## src/rtl/uart_prog_loader_pkg.sv

```systemverilog
// Shared constants and FSM state type for the UART program loader.
// Imported by the loader top level.
package uart_prog_loader_pkg;

    localparam logic [7:0]  SYNC_BYTE          = 8'hA5;
    localparam logic [31:0] DEF_BASE_ADDR      = 32'h0000_0000;
    localparam int unsigned DEF_MAX_WORDS      = 1024;
    localparam int unsigned DEF_TIMEOUT_CYCLES = 1_000_000;

    typedef enum logic [2:0] {
        ST_IDLE,
        ST_LEN_LO,
        ST_LEN_HI,
        ST_DATA,
        ST_CSUM,
        ST_DONE
    } state_t;

endpackage

```

## src/rtl/uart_prog_loader_byte_to_word.sv

```systemverilog
// Little-endian byte-to-word assembler. Four accepted bytes form one word.
// The first byte lands in bits [7:0]. Each completed word produces a one-cycle write strobe.
module byte_to_word (
    input  logic        clk,
    input  logic        rst,
    input  logic        clr,
    input  logic [7:0]  byte_in,
    input  logic        byte_valid,
    output logic        last_byte,
    output logic [31:0] word_out,
    output logic        word_we
);

    logic [1:0]  byte_cnt;
    logic [23:0] shift;

    assign last_byte = byte_valid && (byte_cnt == 2'd3);

    always_ff @(posedge clk or negedge rst) begin
        if (!rst) begin
            byte_cnt <= '0;
            shift    <= '0;
            word_out <= '0;
            word_we  <= 1'b0;
        end else begin
            word_we <= last_byte;
            if (clr) begin
                byte_cnt <= '0;
            end else if (byte_valid) begin
                // The output word is a separate register, so it stays stable while the next word assembles.
                if (last_byte)
                    word_out <= {byte_in, shift};
                shift    <= {byte_in, shift[23:8]};
                byte_cnt <= byte_cnt + 2'd1;
            end
        end
    end

endmodule

```

## src/rtl/uart_prog_loader.sv

```systemverilog
// Loads a program into instruction memory from a UART byte stream.
// Frame format: sync, 16-bit word count, little-endian words, then an XOR checksum.
module uart_prog_loader
    import uart_prog_loader_pkg::*;
#(
    parameter logic [31:0] BASE_ADDR      = DEF_BASE_ADDR,
    parameter int unsigned MAX_WORDS      = DEF_MAX_WORDS,
    parameter int unsigned TIMEOUT_CYCLES = DEF_TIMEOUT_CYCLES
) (
    input  logic        clk,
    input  logic        rst,
    input  logic [7:0]  rx_data,
    input  logic        rx_valid,
    output logic        imem_we,
    output logic [31:0] imem_addr,
    output logic [31:0] imem_wdata,
    output logic        cpu_hold,
    output logic        load_done,
    output logic        load_err
);

    state_t      state, state_n;
    logic [7:0]  len_lo, csum;
    logic [15:0] len, len_rx, word_index;
    logic [31:0] tmo_cnt;
    logic        err_set, err_clr, tmo_hit, last_byte;

    assign len_rx    = {rx_data, len_lo};
    assign cpu_hold  = (state != ST_IDLE);
    assign load_done = (state == ST_DONE);
    assign tmo_hit   = (state != ST_IDLE) && (state != ST_DONE) && !rx_valid
                       && (tmo_cnt == TIMEOUT_CYCLES - 1);

    byte_to_word u_b2w (
        .clk        (clk),
        .rst        (rst),
        .clr        (state != ST_DATA),
        .byte_in    (rx_data),
        .byte_valid (rx_valid && (state == ST_DATA)),
        .last_byte  (last_byte),
        .word_out   (imem_wdata),
        .word_we    (imem_we)
    );

    always_ff @(posedge clk or negedge rst) begin
        if (!rst) state <= ST_IDLE;
        else      state <= state_n;
    end

    always_comb begin
        state_n = state;
        err_set = 1'b0;
        err_clr = 1'b0;
        case (state)
            ST_IDLE: if (rx_valid && rx_data == SYNC_BYTE) begin
                state_n = ST_LEN_LO;
                err_clr = 1'b1;
            end
            ST_LEN_LO: if (rx_valid) state_n = ST_LEN_HI;
            ST_LEN_HI: if (rx_valid) begin
                if (len_rx == 16'd0 || {16'd0, len_rx} > MAX_WORDS) begin
                    state_n = ST_IDLE;
                    err_set = 1'b1;
                end else begin
                    state_n = ST_DATA;
                end
            end
            ST_DATA: if (last_byte && (word_index + 16'd1 == len)) state_n = ST_CSUM;
            ST_CSUM: if (rx_valid) begin
                if (rx_data == csum) begin
                    state_n = ST_DONE;
                end else begin
                    state_n = ST_IDLE;
                    err_set = 1'b1;
                end
            end
            ST_DONE: state_n = ST_IDLE;
            default: state_n = ST_IDLE;
        endcase
        if (tmo_hit) begin
            state_n = ST_IDLE;
            err_set = 1'b1;
        end
    end

    always_ff @(posedge clk or negedge rst) begin
        if (!rst) begin
            len_lo     <= '0;
            len        <= '0;
            csum       <= '0;
            word_index <= '0;
            tmo_cnt    <= '0;
            imem_addr  <= BASE_ADDR;
            load_err   <= 1'b0;
        end else begin
            tmo_cnt <= (rx_valid || state == ST_IDLE) ? '0 : tmo_cnt + 32'd1;
            if (err_clr)      load_err <= 1'b0;
            else if (err_set) load_err <= 1'b1;
            case (state)
                ST_IDLE: if (rx_valid && rx_data == SYNC_BYTE) begin
                    csum       <= '0;
                    word_index <= '0;
                end
                ST_LEN_LO: if (rx_valid) begin
                    len_lo <= rx_data;
                    csum   <= csum ^ rx_data;
                end
                ST_LEN_HI: if (rx_valid) begin
                    len  <= len_rx;
                    csum <= csum ^ rx_data;
                end
                ST_DATA: if (rx_valid) begin
                    csum <= csum ^ rx_data;
                    // Address is registered alongside the assembled word so both change together with imem_we.
                    if (last_byte) begin
                        imem_addr  <= BASE_ADDR + {14'd0, word_index, 2'b00};
                        word_index <= word_index + 16'd1;
                    end
                end
                default: ;
            endcase
        end
    end

endmodule

```

## config.mk

```make
export PLATFORM = sky130hd
export DESIGN_NAME = uart_prog_loader
export DESIGN_NICKNAME = d
export VERILOG_FILES = /design/src/rtl/uart_prog_loader_pkg.sv /design/src/rtl/uart_prog_loader_byte_to_word.sv /design/src/rtl/uart_prog_loader.sv
export SDC_FILE = /design/constraint.sdc
export NUM_CORES = 1
export LEC_CHECK = 0
export BUFFER_PORTS_ARGS = -buffer_cell sky130_fd_sc_hd__clkbuf_2
export CAP_MARGIN = 10
export CORE_MARGIN = 2
export CORE_UTILIZATION = 53
export CTS_BUF_LIST = sky130_fd_sc_hd__clkbuf_16
export DETAILED_ROUTE_END_ITERATION = 8
export PLACE_DENSITY_LB_ADDON = 0.1
export RECOVER_POWER = 100
export REMOVE_ABC_BUFFERS = 1
export SYNTH_ARGS = -nofsm -noshare
export SYNTH_HDL_FRONTEND = slang
export SYNTH_HIERARCHICAL = 1
export SYNTH_SLANG_ARGS = --single-unit
```

## constraint.sdc

```tcl
create_clock -name clk -period 2.5 [get_ports clk]
set_input_delay 0.25 -clock clk [delete_from_list [all_inputs] [get_ports clk]]
set_output_delay 0.25 -clock clk [all_outputs]
set_load 0.05 [all_outputs]
```

Word level (Yosys, flattened, before mapping)
Index checks and enable logic that the tools add are counted.
{"block": "word_totals", "regBits": 159, "output_inout_bits": 68, "elab_cells": 94}
{"block": "op_classes", "add_sub_neg": 3, "n_lt_le_gt_ge": 1, "n_eq_ne": 21, "mux": 29, "bitwise": 2, "n_reduce_logical": 26}
{"operator": "$mux W16", "count": 3}
{"operator": "$add A32 B1 Y32 const B", "count": 1}
{"operator": "$eq A32 B20 Y1 const B", "count": 1}
{"operator": "$mux W32", "count": 1}
{"operator": "$pmux W16 S2", "count": 1}
{"operator": "$mux W3", "count": 7}
{"operator": "$add A16 B1 Y16 const B", "count": 1}
{"operator": "$eq A16 B16 Y1", "count": 1}
{"operator": "$gt A16 B11 Y1 const B", "count": 1}
{"operator": "$logic_not A16 Y1", "count": 1}
{"operator": "$mux W8", "count": 2}
{"operator": "$pmux W8 S2", "count": 1}
{"operator": "$ne A3 B3 Y1 const B", "count": 5}
{"operator": "$pmux W3 S5", "count": 1}
{"operator": "$mux W1", "count": 9}
{"operator": "$reduce_and A3 Y1", "count": 3}
{"operator": "$eq A8 B8 Y1", "count": 1}
{"operator": "$eq A8 B8 Y1 const B", "count": 1}
{"operator": "$reduce_bool A2 Y1", "count": 4}
{"operator": "$xor A8 B8 Y8", "count": 1}
{"operator": "$logic_and A1 B1 Y1", "count": 7}
{"operator": "$eq A3 B2 Y1 const B", "count": 2}
{"operator": "$eq A3 B3 Y1 const B", "count": 2}
{"operator": "$mux W2", "count": 3}
{"operator": "other kinds (16)", "count": 22}

Logic depth before layout (Yosys ltp)
{"block": "logic_depth", "ltp_word": 8, "ltp_mapped": 11}

Modules after synthesis
Netlist, hierarchy kept.
{"mod": "uart_prog_loader", "n_inst": 1, "cells_each": 578, "area_each_um2": 5455.2, "seq_area_each_um2": 2502.4}
{"mod": "byte_to_word", "n_inst": 1, "cells_each": 129, "area_each_um2": 2332.2, "seq_area_each_um2": 1476.4}

Least setup slack after synthesis
Ideal clock, no wire load.
{"block": "synth_timing", "kind": "register -> register", "start": "register word_index[1]", "end": "register state[0]", "setup_ns": 0.129, "t_arrival_ns": 1.992, "setup_slack_ns": 0.379, "path_stages_with_launch": 9, "period_less_slack_ns": 2.121, "path_cell_list": "dfrtp_1 -> ha_1 -> and4_2 -> buf_2 -> and4_1 -> nor4_1 -> nand4_1 -> nor4b_2 -> o21ai_1"}
{"block": "synth_between", "elab_chain_len": 5}
{"element": "from (decl)", "line": "uart_prog_loader.sv:24", "rtl": "logic [15:0] len, len_rx, word_index;"}
{"element": "from (signal assigned)", "line": "uart_prog_loader.sv:117", "rtl": "word_index <= word_index + 16'd1;"}
{"element": "$add A16 B1 Y16", "line": "uart_prog_loader.sv:68", "rtl": "ST_DATA: if (last_byte && (word_index + 16'd1 == len)) state_n = ST_CSUM;"}
{"element": "$eq A16 B16 Y1", "line": "uart_prog_loader.sv:68"}
{"element": "$logic_and A1 B1 Y1", "line": "uart_prog_loader.sv:68"}
{"element": "$ne A3 B2 Y1 (no line)"}
{"element": "$reduce_and A5 Y1 (no line)"}
{"element": "to (signal assigned)", "line": "uart_prog_loader.sv:47", "rtl": "else state <= state_n;"}
{"element": "to (decl)", "line": "uart_prog_loader.sv:22", "rtl": "state_t state, state_n;"}
Every way passes these cells.
A chain may end at the register's enable or synchronous reset.

Worst setup path after layout
{"block": "layout_timing", "start": "register word_index[1]", "end": "register state[1]"}
Same word-level chain as after synthesis.

==> metrics list <==
- The worst-case IR drop observed on VDD is 0.000556 V.
* Maximum clock path buffer count: 2
- Most frequent cells after synthesis: sky130_fd_sc_hd__dfrtp_1 (159), sky130_fd_sc_hd__nand2_1 (70), sky130_fd_sc_hd__mux2_2 (60), sky130_fd_sc_hd__nor2_1 (56), sky130_fd_sc_hd__o21ai_0 (49)
* Vias after detailed routing: 5403
- CTS Root Buffer Type: sky130_fd_sc_hd__clkbuf_16
- For this run, design rule violations remaining after detail routing come to 0.
* Pin count of the biggest net entering global routing: 56
- Clock Sinks: 159
- The worst pin sits at a relative slew slack of 11.4%.
* Combined global-route utilization of all metal layers: 21.3%
- Antenna violations before repair: 0
- After the flow finishes, the layout carries non-filler instances totaling 973.
- Once detail routing completed, the nets flagged for antenna violations numbered 0.
- Number of failing setup endpoints in the final timing report: 0
- Post-route clock skew: 8.95 ps
- Fill cells in the final layout number 1251.
* Number of top-level design ports: 79
- The first global-routing pass estimated 26.8 mm of wire.
* Actual slew at the worst max-slew pin: 1330 ps
* Critical path buffers and inverters: 0
- Routability-driven placement finished with a final weighted congestion of 0.889.
* Nature of the critical path startpoint: flip-flop
- List of cells traversed by the critical path: ha_1 > nand4_4 > or4_4 > xnor2_2 > nand3_1 > nor4b_4 > o21ai_1
- The critical path is of the flip-flop to flip-flop type.
- Placeable Area: 0.0144 mm2
- Global routing finished with a remaining overflow of 0.
* Initial core utilization: 54.0%
* Number of H-tree levels: 4
- The slowest stage of the critical path belongs to the cell sky130_fd_sc_hd__or4_4.
- Dividing the synthesized area by the synthesized cell count gives 11.0 um2.
* Share of the synthesized area in the top cell type: 51.1%
- At the end of the flow, the number of nets in the layout was 790.
- After detailed routing, the total wire length is 16.1 mm.
- The number of global-route vias before repair came to 5383.
* Data arrival, critical path: 2660 ps
* Asr flop ratio synth: 100%
- The min-delay analysis places its worst path in the category input pin to flip-flop.
- In the synthesized netlist the dominant register cell turns out to be sky130_fd_sc_hd__dfrtp_1.
- Floorplan die area: 0.0157 mm2
- The synthesized netlist occupies a cell area of 0.00779 mm2.
- Worst path setup slack after routing: 139 ps
- Reported leakage power: 0.00385 uW
- The floorplan step set the die width to 125 um.
* Worst r2r path cells: 7
* R2R Path End: state[1]
- STA puts the critical path data required time at 2800 ps.
* Clock tree from TritonCTS: yes
* Peak Freq: 423 MHz
* Ant diodes: 0
- Number of instances in the placed design: 940
* CP top delay family: simple AND/OR/NAND/NOR gates
* Yosys reg bits: 159
* Setup crit end: state[1]
- Post-CTS clock slew at the launch and capture registers of the worst setup and hold paths: 60 ps
* Fraction of layout instances using a drive strength above 1: 18.1%
- Insertion delay of the later-clocked pin in the worst-skew pair: 430 ps
- Detailed placement ended at an HPWL of 11.0 mm.
- Worst-case hold slack: 218 ps
- Setup repair after global routing left no endpoint under its margin.
- In this run, the number of DRC markers left after iteration 0 of detailed routing was 378.
* Min Tclk post-route: 2360 ps
- Yosys instantiated no cell more often than sky130_fd_sc_hd__dfrtp_1.
- Post-Syn Instances: 707
- Setup total negative slack on the finished layout was measured at 0 ps.
- In the final routed layout, each cell accounts on average for 16.5 um.
- Ratio of routed vias to standard cells: 5.55
- Of all nets on the critical path, the largest fanout is 6.
- Count of endpoints failing hold in the final timing report: 0
- Before antenna repair, the detailed router went through 5 iterations.
* Worst slack at placement: 79.7 ps
- Power spread over the standard cell area amounts to 836 mW/mm2.
- IO Port Bufs: 62
* Most area-hungry cell type in the Yosys netlist: sky130_fd_sc_hd__dfrtp_1
- After synthesis, the cell types taking the most area are sky130_fd_sc_hd__dfrtp_1 (51%), sky130_fd_sc_hd__mux2_2 (8.7%), sky130_fd_sc_hd__xnor2_1 (4.3%), sky130_fd_sc_hd__mux2_4 (3.9%), sky130_fd_sc_hd__nand2_1 (3.4%).
* FF-to-FF setup slack: 140 ps
- Worst R2R Start: word_index[1]
- Number of maximum-capacitance constraint violations: 0
- Endpoint type of the worst setup path: flip-flop
- Synth warnings: 6
- Launching element of the worst setup path: word_index[1]
- The startpoint identified for the worst hold timing path is rx_data[0].
- Chip Height: 125 um
- In this run the number of cells on the critical path is 7.
- On the worst path, the slowest cell contributes a delay of 550 ps.
- The synthesized netlist contains 64 unique library cells.
- Of the available clock period, the critical path in the final layout requires 94.5%.
- In this run the core area contains 44 standard-cell rows.
- Sequential area share after synthesis: 51.1%
- EDFF count, synth: 0
- Status: finished clean
* Number of slew-limit violations in the final report: 0
* Clock buffers created by TritonCTS: 17
* Layout overhead on the synthesized area: 10.5%
cell type report:
type	instances	area [um2]	share of cell area [%]
tap	184	230	2.68
inverter	16	60.1	0.698
multi-input combinational	497	3400	39.5
clock buffer	17	425	4.95
timing repair buffer	85	400	4.65
clock inverter	15	109	1.27
sequential	159	3980	46.3
where the power goes:
part           switching, uW  leakage [uW]  internal (uW)
Sequential               358       0.00213           3000
Combinational            789       0.00146            681
Clock                   1080      0.000258           1280
Total                   2230       0.00385           4960
worst reg2reg max path: stages (launching register included):
cell and delay (ps):
sky130_fd_sc_hd__dfrtp_1 420, sky130_fd_sc_hd__ha_1 340, sky130_fd_sc_hd__nand4_4 170, sky130_fd_sc_hd__or4_4 550
sky130_fd_sc_hd__xnor2_2 160, sky130_fd_sc_hd__nand3_1 140, sky130_fd_sc_hd__nor4b_4 350, sky130_fd_sc_hd__o21ai_1 110
placed cells by master (no fill, tap or decap), drive strengths merged, types with 10 or more instances in the layout:
cell	instances
mux2	80
nand4	15
nor4	10
buf	11
o21ai	52
nand3	22
conb	16
nand2b	17
xnor2	39
inv	22
a21oi	14
or3	10
nor3	12
xor2	11
nor2	56
clkbuf	90
nand2	71
dfrtp	159
per-layer routing:
| metal | part of all wire (%) | GRT usage, % | vias up |
|---|---|---|---|
| met3 | 3.6 | 4.32 | 24 |
| met1 | 46 | 28.9 | 2693 |
| met2 | 49 | 34.2 | 107 |
| met5 | 0 | 0 | - |
| li1 | - | - | 2579 |
| met4 | 1.7 | 7.65 | 0 |
flip-flops by register name (all words and copies together) (netlist names):
register        cells
tmo_cnt            32
u_b2w/word_out     32
u_b2w/shift        24
imem_addr          16
len                16
word_index         16
csum                8
len_lo              8
state               3
u_b2w/byte_cnt      2
load_err            1
u_b2w/word_we       1
per-stage QoR:
stage | area [um2] | utilization [%] | total power (uW)
after detailed placement | 8230 | 57.1 | 4970
after global placement | 8230 | 57.1 | 4910
final | 8600 | 59.6 | 7190
after global routing | 8600 | 59.6 | 7570
after CTS | 8780 | 60.9 | 7360
after floorplan | 7500 | - | 4490
how the worst min path moves through the flow:
stage | to | depth (start not counted)
floorplan | csum[0] | 0
global placement | u_b2w/shift[3] | 1
detailed placement | u_b2w/word_out[3] | 1
CTS | csum[0] | 3
global route | u_b2w/shift[16] | 2
finish | csum[0] | 3
logic make-up (layout without fill, tap and decap cells):
kind of cell / after synthesis / in the layout / synth area share (%)
other cells: 1 / 16 / 0.0482
simple gates: 256 / 256 / 17.8
xor+xnor: 51 / 51 / 6.01
buf+inv: 66 / 133 / 5.24
mux: 82 / 82 / 12.8
flops: 159 / 159 / 51.1
compound gates: 89 / 89 / 6.54
fa+ha+maj: 3 / 3 / 0.482
repair_timing:
action | in CTS | in global routing
hold buffers | 1 | 0
gates resized for setup | 0 | 4
setup endpoints to repair | 0 | 14
endpoints found under the hold margin | 52 | 0
setup buffers | 0 | 0
No activity file was read; power rests on OpenSTA's default activity.
